$ cat config.mk
export PLATFORM = sky130hd
export DESIGN_NAME = pipeline_ctrl
export DESIGN_NICKNAME = d
export VERILOG_FILES = /design/src/rtl/pipeline_ctrl_pkg.sv /design/src/rtl/pipeline_ctrl_perf_cnt.sv /design/src/rtl/pipeline_ctrl.sv
export SDC_FILE = /design/constraint.sdc
export NUM_CORES = 1
export LEC_CHECK = 0
export CAP_MARGIN = 0
export CORE_AREA = 2 2 39 41
export CTS_CLUSTER_SIZE = 25
export DETAILED_ROUTE_END_ITERATION = 10
export DIE_AREA = 0 0 41 43
export PLACE_DENSITY = 0.71
export REMOVE_ABC_BUFFERS = 1
export SLEW_MARGIN = 0
export SYNTH_ARGS = -nofsm -noshare
export SYNTH_HDL_FRONTEND = slang
export SYNTH_SLANG_ARGS = --single-unit
$ cat constraint.sdc
create_clock -name CLK -period 1.7 [get_ports CLK]
set_input_delay 0.34 -clock CLK [delete_from_list [all_inputs] [get_ports CLK]]
set_output_delay 0.34 -clock CLK [all_outputs]
set_load 0.03 [all_outputs]
$ cat src/rtl/pipeline_ctrl_pkg.sv
// pipeline_ctrl_pkg: shared CPU widths and the pipeline controller state type
package pipeline_ctrl_pkg;
   typedef logic [4:0] regbits_t;
   typedef logic [31:0] word_t;
   typedef enum logic [1:0] {RUN, DWAIT, HALT} pipe_state_t;
endpackage

$ cat src/rtl/pipeline_ctrl_perf_cnt.sv
// pipeline_ctrl_perf_cnt: stall/flush event counters, present only with PIPE_PERF_CNT_EN defined
`ifdef PIPE_PERF_CNT_EN
module pipeline_ctrl_perf_cnt
   import pipeline_ctrl_pkg::*;
(
   input  logic  CLK,
   input  logic  nRST,
   input  logic  stall_inc,
   input  logic  flush_inc,
   output word_t stall_cnt,
   output word_t flush_cnt
);
   // free-running wrap-around counters, cleared by reset
   always_ff @(posedge CLK) begin
      if (!nRST) begin
         stall_cnt <= '0;
         flush_cnt <= '0;
      end else begin
         stall_cnt <= stall_cnt + word_t'(stall_inc);
         flush_cnt <= flush_cnt + word_t'(flush_inc);
      end
   end
endmodule
`endif

$ cat src/rtl/pipeline_ctrl.sv
// pipeline_ctrl: stall/flush controller for the 5-stage pipeline; PIPE_PERF_CNT_EN adds perf counters
module pipeline_ctrl
   import pipeline_ctrl_pkg::*;
(
   input  logic     CLK,
   input  logic     nRST,
   input  logic     ihit,
   input  logic     dhit,
   input  logic     dmem_req,
   input  logic     idex_memread,
   input  regbits_t idex_wsel,
   input  regbits_t ifid_rs,
   input  regbits_t ifid_rt,
   input  logic     ifid_uses_rt,
   input  logic     pc_redirect,
   input  logic     halt,
   output logic     pc_en,
   output logic     ifid_en,
   output logic     idex_en,
   output logic     exmem_en,
   output logic     memwb_en,
   output logic     ifid_flush,
   output logic     idex_flush,
   output logic     halted
`ifdef PIPE_PERF_CNT_EN
   ,
   output word_t    stall_cnt,
   output word_t    flush_cnt
`endif
);
   pipe_state_t state;
   logic ihit_pend, freeze, fetch_ok, lu;
   logic [6:0] ctl;
   assign freeze = dmem_req && !dhit;
   assign fetch_ok = ihit || ihit_pend;
   assign lu = idex_memread && idex_wsel != '0 &&
               (idex_wsel == ifid_rs || (ifid_uses_rt && idex_wsel == ifid_rt));
   assign halted = state == HALT;
   // control word {pc, ifid, idex, exmem, memwb, ifid_flush, idex_flush} by priority
   always_comb begin
      ctl = (!nRST || state == HALT || freeze) ? 7'b00000_00 :
            pc_redirect                          ? 7'b11111_11 :
            lu                                   ? 7'b00111_01 :
                                                   {fetch_ok, 4'b1111, !fetch_ok, 1'b0};
   end
   assign {pc_en, ifid_en, idex_en, exmem_en, memwb_en, ifid_flush, idex_flush} = ctl;
   // state machine and the held-over fetch flag
   always_ff @(posedge CLK) begin
      if (!nRST) begin
         state <= RUN;
         ihit_pend <= 1'b0;
      end else begin
         ihit_pend <= pc_en ? 1'b0 : (ihit_pend || ihit);
         if (state != HALT)
            state <= freeze ? DWAIT : (halt ? HALT : RUN);
      end
   end
`ifdef PIPE_PERF_CNT_EN
   pipeline_ctrl_perf_cnt u_perf (
      .CLK       (CLK),
      .nRST      (nRST),
      .stall_inc (nRST && state != HALT && !pc_en),
      .flush_inc (nRST && state != HALT && pc_redirect && !freeze),
      .stall_cnt (stall_cnt),
      .flush_cnt (flush_cnt)
   );
`endif
endmodule
==> results of run 1 <==
## logic make-up (layout without fill, tap and decap cells)
family                    Yosys count  in the layout
buffers and inverters               4             52
and+or+nand+nor                    15             15
AOI/OAI and AO/OA                  11             11
xor gates and xnor gates           10             10
DFF                                 3              3
## state kept, by name, summed over array words and instances (netlist names)
| name | count |
|---|---|
| ihit_pend | 1 |
| state | 2 |
## cell type report
cell class,instances,area [um^2]
fill,125,517
tap,16,20.0
clock buffer,4,26.3
timing repair buffer,46,448
sequential,3,60.1
inverter,2,7.51
multi-input combinational,36,305
## cell usage in the layout, fill, tap and decap left out, drive strengths merged, types with 2 or more instances in the layout
master and count:
nand2 4, nand3 2, xnor2 10, clkdlybuf4s50 5, nor2 4, inv 2
buf 26, dlymetal6s2s 10, clkbuf 4, dfxtp 3, dlygate4sd2 5, a21oi 3
o21ai 3, nand2b 2
## routing by layer
layer	wire (um)	vias up
met5	0	-
met4	16	0
met3	101	2
met2	663	24
met1	335	208
li1	-	242
## power by group
group	internal, mW	total [mW]	leakage (nW)	switching, mW
combinational	0.127	0.229	0.411	0.102
clock	0.0883	0.130	0.0150	0.0421
sequential	0.0756	0.0784	0.0248	0.00283
## Yosys cell counts
cell | number | area share [%]
o31ai_1 | 1 | 2.4
nand2b_1 | 2 | 4.0
buf_4 | 2 | 4.8
o22ai_1 | 1 | 2.0
inv_1 | 2 | 2.4
o2bb2ai_1 | 1 | 2.8
a21boi_0 | 1 | 2.4
a22o_1 | 1 | 2.8
nor2_1 | 4 | 4.8
nand2_1 | 4 | 4.8
or4_1 | 1 | 2.4
nor3_1 | 1 | 1.6
nand4_1 | 1 | 2.0
o21ai_2 | 1 | 2.8
xnor2_1 | 10 | 28
o21ai_0 | 2 | 3.2
dfxtp_1 | 3 | 19
nand3_1 | 2 | 3.2
a21oi_1 | 3 | 4.8
## how the worst max path moves through the flow
| stage | startpoint | to | slack (ns) | depth (start not counted) |
|---|---|---|---|---|
| 6_report | idex_wsel[0] | ifid_en | -0.20 | 7 |
| 5_1_grt | idex_wsel[0] | pc_en | -0.23 | 7 |
| 4_1_cts | idex_wsel[0] | ifid_en | -0.22 | 7 |
| 3_5_place_dp | idex_wsel[3] | idex_flush | -0.90 | 6 |
| 3_3_place_gp | idex_wsel[3] | idex_flush | -0.90 | 6 |
| 2_1_floorplan | dhit | ifid_flush | -0.53 | 5 |
## critical path: stages
cell,delay [ns]
buf_6,0.09
or4_4,0.54
o21ai_4,0.15
buf_6,0.12
nor2_4,0.04
a21oi_2,0.13
buf_6,0.14
## per-stage QoR
| step | TNS (ns) | hold WS (ns) |
|---|---|---|
| floorplan | -1.52 | 0.454 |
| global placement | -3.05 | 0.577 |
| detailed placement | -3.10 | 0.590 |
| CTS | -0.813 | 0.617 |
| global route | -0.845 | 0.432 |
| finish | -0.735 | 0.420 |
## repair_timing
action                     4_1_cts  5_1_grt
setup endpoints to repair        8        7
pin swaps                       12       13
setup buffers                    1        2
gates resized for setup         50       14
==> results.md, run 1 <==
- Status: finished with violations
- Failing checks: negative setup slack
- Worst clock skew: 0.00221 ns
- GRT met2 Usage: 25.9%
- Total core area: 0.00138 mm^2
- Synth warn: 0
- Syn Inst Count: 43
- # IOs: 32
- Post-synthesis xor/xnor area fraction: 27.9%
- Routed vias/inst: 4.45
- Flop2flop setup slack: 0.64 ns
- Cell Count, Final, Fillers Out: 107
- Nets: 116
- HPWL Detailed: 820 um
- Die H: 43 um
- Vias: 476
- Sequential area share after synthesis: 19.1%
- CTS hold repair buffers: 0
- Gpl congestion: 0.663
- Initial Util: 22.7%
- Period utilization: 112%
- Antenna Nets Post-Route: 0
- TritonCTS clock tree: done
- Die Width: 41 um
- Critical Path AT: 1.56 ns
- Synthesized flop and latch total: 3
- CTS root buf: clkbuf_4
- Initial drt markers: 5
- All-Layer GR Usage: 13.7%
- RSZ-0062 raised after global routing: yes
- CP Max Fanout: 3
- Worst Setup Start Kind: primary input
- Worst-Margin Slew: 0.296 ns
- Synth Area in Simple Gates: 22.7%
- Placed cell count: 100
- Tot Pwr: 0.438 mW
- First-pass detailed-route iteration total: 2
- Gr busiest metal: met2
- GR Overflow Total: 0
- Initial antenna violation count: 0
- Inserted Diodes: 0
- Worst Hold Depth: 3
- Number of global-route vias before repair: 464
- Worst-path clk slew: 0.04 ns
- Max-slew violations: 0
- Clk_lat worst skew: 0.24 ns
- Syn avg cell area: 7.30 um^2
- Final hold vios: 0
- Area after DPL: 704 um^2
- Largest family of logic cells by synthesized area: XOR/XNOR gates
- CTS Buf Count: 3
- Total routed wirelength: 1120 um
- Met1 Track Usage GR: 11.2%
- Core Rows: 14
- Final core utilization: 62.7%
- Largest net degree at the start of global routing: 7
- First-pass GRT wire length: 1620 um
- Maximum capacitance violations: 0
- Tmin final: 1.90 ns
- Yosys cell types: 19
- Syn Std Cell Area: 314 um^2
- Fmax: 0.527 GHz
- Crit. End Element: output port
- Pre-CTS setup slack: -0.901 ns
- Critical Path RT: 1.36 ns
- Adder-cell area share of the yosys netlist: 0%
- Drt drc: 0
- Compound-Gate Fraction of Synth Area: 23.1%
- Layout area overhead: 176%
- FF-to-FF End: ihit_pend
- Total die area: 0.00176 mm^2
- Critical R2R Launch: state[0]
- Setup Crit Path Kind: in2out
- Max IR drop VDD: 0.226 mV
- Worst Hold Path EP: state[0]
- CTS Sinks: 3
- Max-slew headroom: 80.3%
- Mux contribution to synthesized area: 0%
- Final Setup Violations: 4
- Worst Setup Slack, final: -0.197 ns
- PD cells: 505 mW/mm^2
- Worst r2r path cells: 6
- Hold_sp: dhit
- Hold WC Path Type: in2reg
- Leak pwr: 0.451 nW
- Maximum clock path buffer count: 2
- Post-route cell area: 867 um^2
- PortBufs: 31
- GR Util met3: 3.66%
- Share of cells above drive strength 1: 45.1%
- H-tree Lvls: 1
- Routed WL per cell: 10.4 um
No activity file was read; power rests on OpenSTA's default activity.
==> run 2, diff against run 1 <==
- SETUP_SLACK_MARGIN: not set -> 0.02
- TNS_END_PERCENT: not set -> 50
==> run 2 against run 1 <==
The flow still finishes with violations (negative setup slack). Critical path type unchanged. Hold slack about the same. Highest routed layer unchanged. Critical endpoint unchanged. Utilization down 1.3 points. Maximum frequency about the same.
==> results.md, run 2 (synthesis gave the netlist of run 1 again) <==
- FF-to-FF End: ihit_pend
- Area after DPL: 704 um^2
- Vias: 469
- Footprint of the multi-input gates: 305 um^2
- Max IR drop VDD: 0.226 mV
- Max-slew headroom: 80.6%
- Critical Path AT: 1.56 ns
- RSZ-0062 raised after global routing: yes
- Register Area: 60.1 um^2
- Max reg flops: 2
- Placed cell count: 100
- Max-slew violations: 0
- Status: finished with violations
- Hold_sp: dhit
- Clock power frac: 30.3%
- Final core utilization: 61.4%
- Worst r2r path cells: 5
- PortBufs: 31
- First-pass GRT wire length: 1640 um
- Setup Crit Path Kind: in2out
- TritonCTS clock tree: done
- Post-route cell area: 850 um^2
- Flop2flop setup slack: 0.77 ns
- Routed vias/inst: 4.42
- Inserted Diodes: 0
- All-Layer GR Usage: 13.8%
- Initial Util: 22.7%
- Int Power: 0.285 mW
- Setup_tns: -0.735 ns
- Commonest non-fill, non-tap cells in the layout: 14 x buf_4, 10 x xnor2_1, 10 x dlymetal6s2s_1
- Worst Hold Depth: 3
- Number of global-route vias before repair: 462
- Worst hold slack: 0.420 ns
- Worst-path clk slew: 0.04 ns
- Total die area: 0.00176 mm^2
- Initial drt markers: 3
- Worst Setup Start Kind: primary input
- Antenna Nets Post-Route: 0
- Worst Setup SP: idex_wsel[0]
- Crit. End Element: output port
- Clk_lat worst skew: 0.24 ns
- Pre-CTS setup slack: -0.901 ns
- Critical Path RT: 1.36 ns
- Fmax: 0.527 GHz
- Worst Setup Slack, final: -0.197 ns
- Die Width: 41 um
- GR Overflow Total: 0
- Share of cells above drive strength 1: 44.4%
- CP Max Fanout: 3
- Fillers: 131
- Period utilization: 112%
- Routed WL per cell: 10.3 um
- # IOs: 32
- Total core area: 0.00138 mm^2
- Tmin final: 1.90 ns
- Top Registers: state (2), ihit_pend (1)
- PD cells: 506 mW/mm^2
- Worst-Margin Slew: 0.293 ns
- Worst Hold Path EP: state[0]
- Failing checks: negative setup slack
- Comb power frac: 51.5%
- CTS Buf Count: 3
- Final Setup Violations: 4
- Tot Pwr: 0.430 mW
- Hold WC Path Type: in2reg
- Layout area overhead: 171%
- Maximum clock path buffer count: 2
- Worst clock skew: 0.00221 ns
- H-tree Lvls: 1
- Commonest non-fill, non-tap cell in the layout: buf_4
- First-pass detailed-route iteration total: 2
- CTS hold repair buffers: 0
- Final hold vios: 0
- Sequential share of power: 18.3%
- HPWL Detailed: 820 um
- Total net switching power: 0.145 mW
- Largest net degree at the start of global routing: 7
- Core Rows: 14
- Maximum capacitance violations: 0
- Die H: 43 um
- Critical R2R Launch: state[0]
- Gpl congestion: 0.663
- Leak pwr: 0.441 nW
- Nets: 115
- Initial antenna violation count: 0
- Reg with most FFs: state
- CTS Sinks: 3
- CTS root buf: clkbuf_4
- Switch share: 33.6%
- Drt drc: 0
- Cell Count, Final, Fillers Out: 106
- Total routed wirelength: 1090 um
==> run 2: routing by layer <==
layer	global-route usage, %	routed length (um)	vias to the layer above
met5	0	0	-
met4	8.00	16	0
met3	3.66	106	2
met2	25.6	615	24
met1	11.8	351	202
li1	-	-	241
==> run 2: timing repair <==
| item | in CTS | in global routing |
|---|---|---|
| setup buffers | 1 | 1 |
| pin swaps | 12 | 13 |
| setup endpoints to repair | 8 | 8 |
| gates resized for setup | 46 | 16 |
| gates cloned | 0 | 0 |
==> run 2: worst max-delay path by stage <==
stage                  to  slack [ns]
2_1_floorplan  ifid_flush       -0.53
6_report          ifid_en       -0.20
4_1_cts           ifid_en       -0.22
5_1_grt             pc_en       -0.23
3_5_place_dp   idex_flush       -0.90
3_3_place_gp   idex_flush       -0.90
==> run 2: layout make-up <==
| cell class | count | area share (%) |
|---|---|---|
| timing repair buffer | 45 | 50.7 |
| multi-input combinational | 36 | 35.9 |
| sequential | 3 | 7.07 |
| clock buffer | 4 | 3.09 |
| tap | 16 | 2.36 |
| inverter | 2 | 0.884 |
==> run 2: worst max-delay path: stages <==
cell,delay (ns)
buf_6,0.09
or4_4,0.54
o21ai_4,0.15
buf_6,0.12
nor2_4,0.04
a21oi_2,0.13
buf_6,0.14
==> run 2: power groups by stage <==
stage / registers, mW / logic (mW) / clock network (mW)
2_1_floorplan: 0.0781 / 0.0805 / 0
3_3_place_gp: 0.0783 / 0.195 / 0
3_5_place_dp: 0.0784 / 0.197 / 0
4_1_cts: 0.0773 / 0.215 / 0.138
5_1_grt: 0.0788 / 0.238 / 0.143
6_report: 0.0786 / 0.221 / 0.130
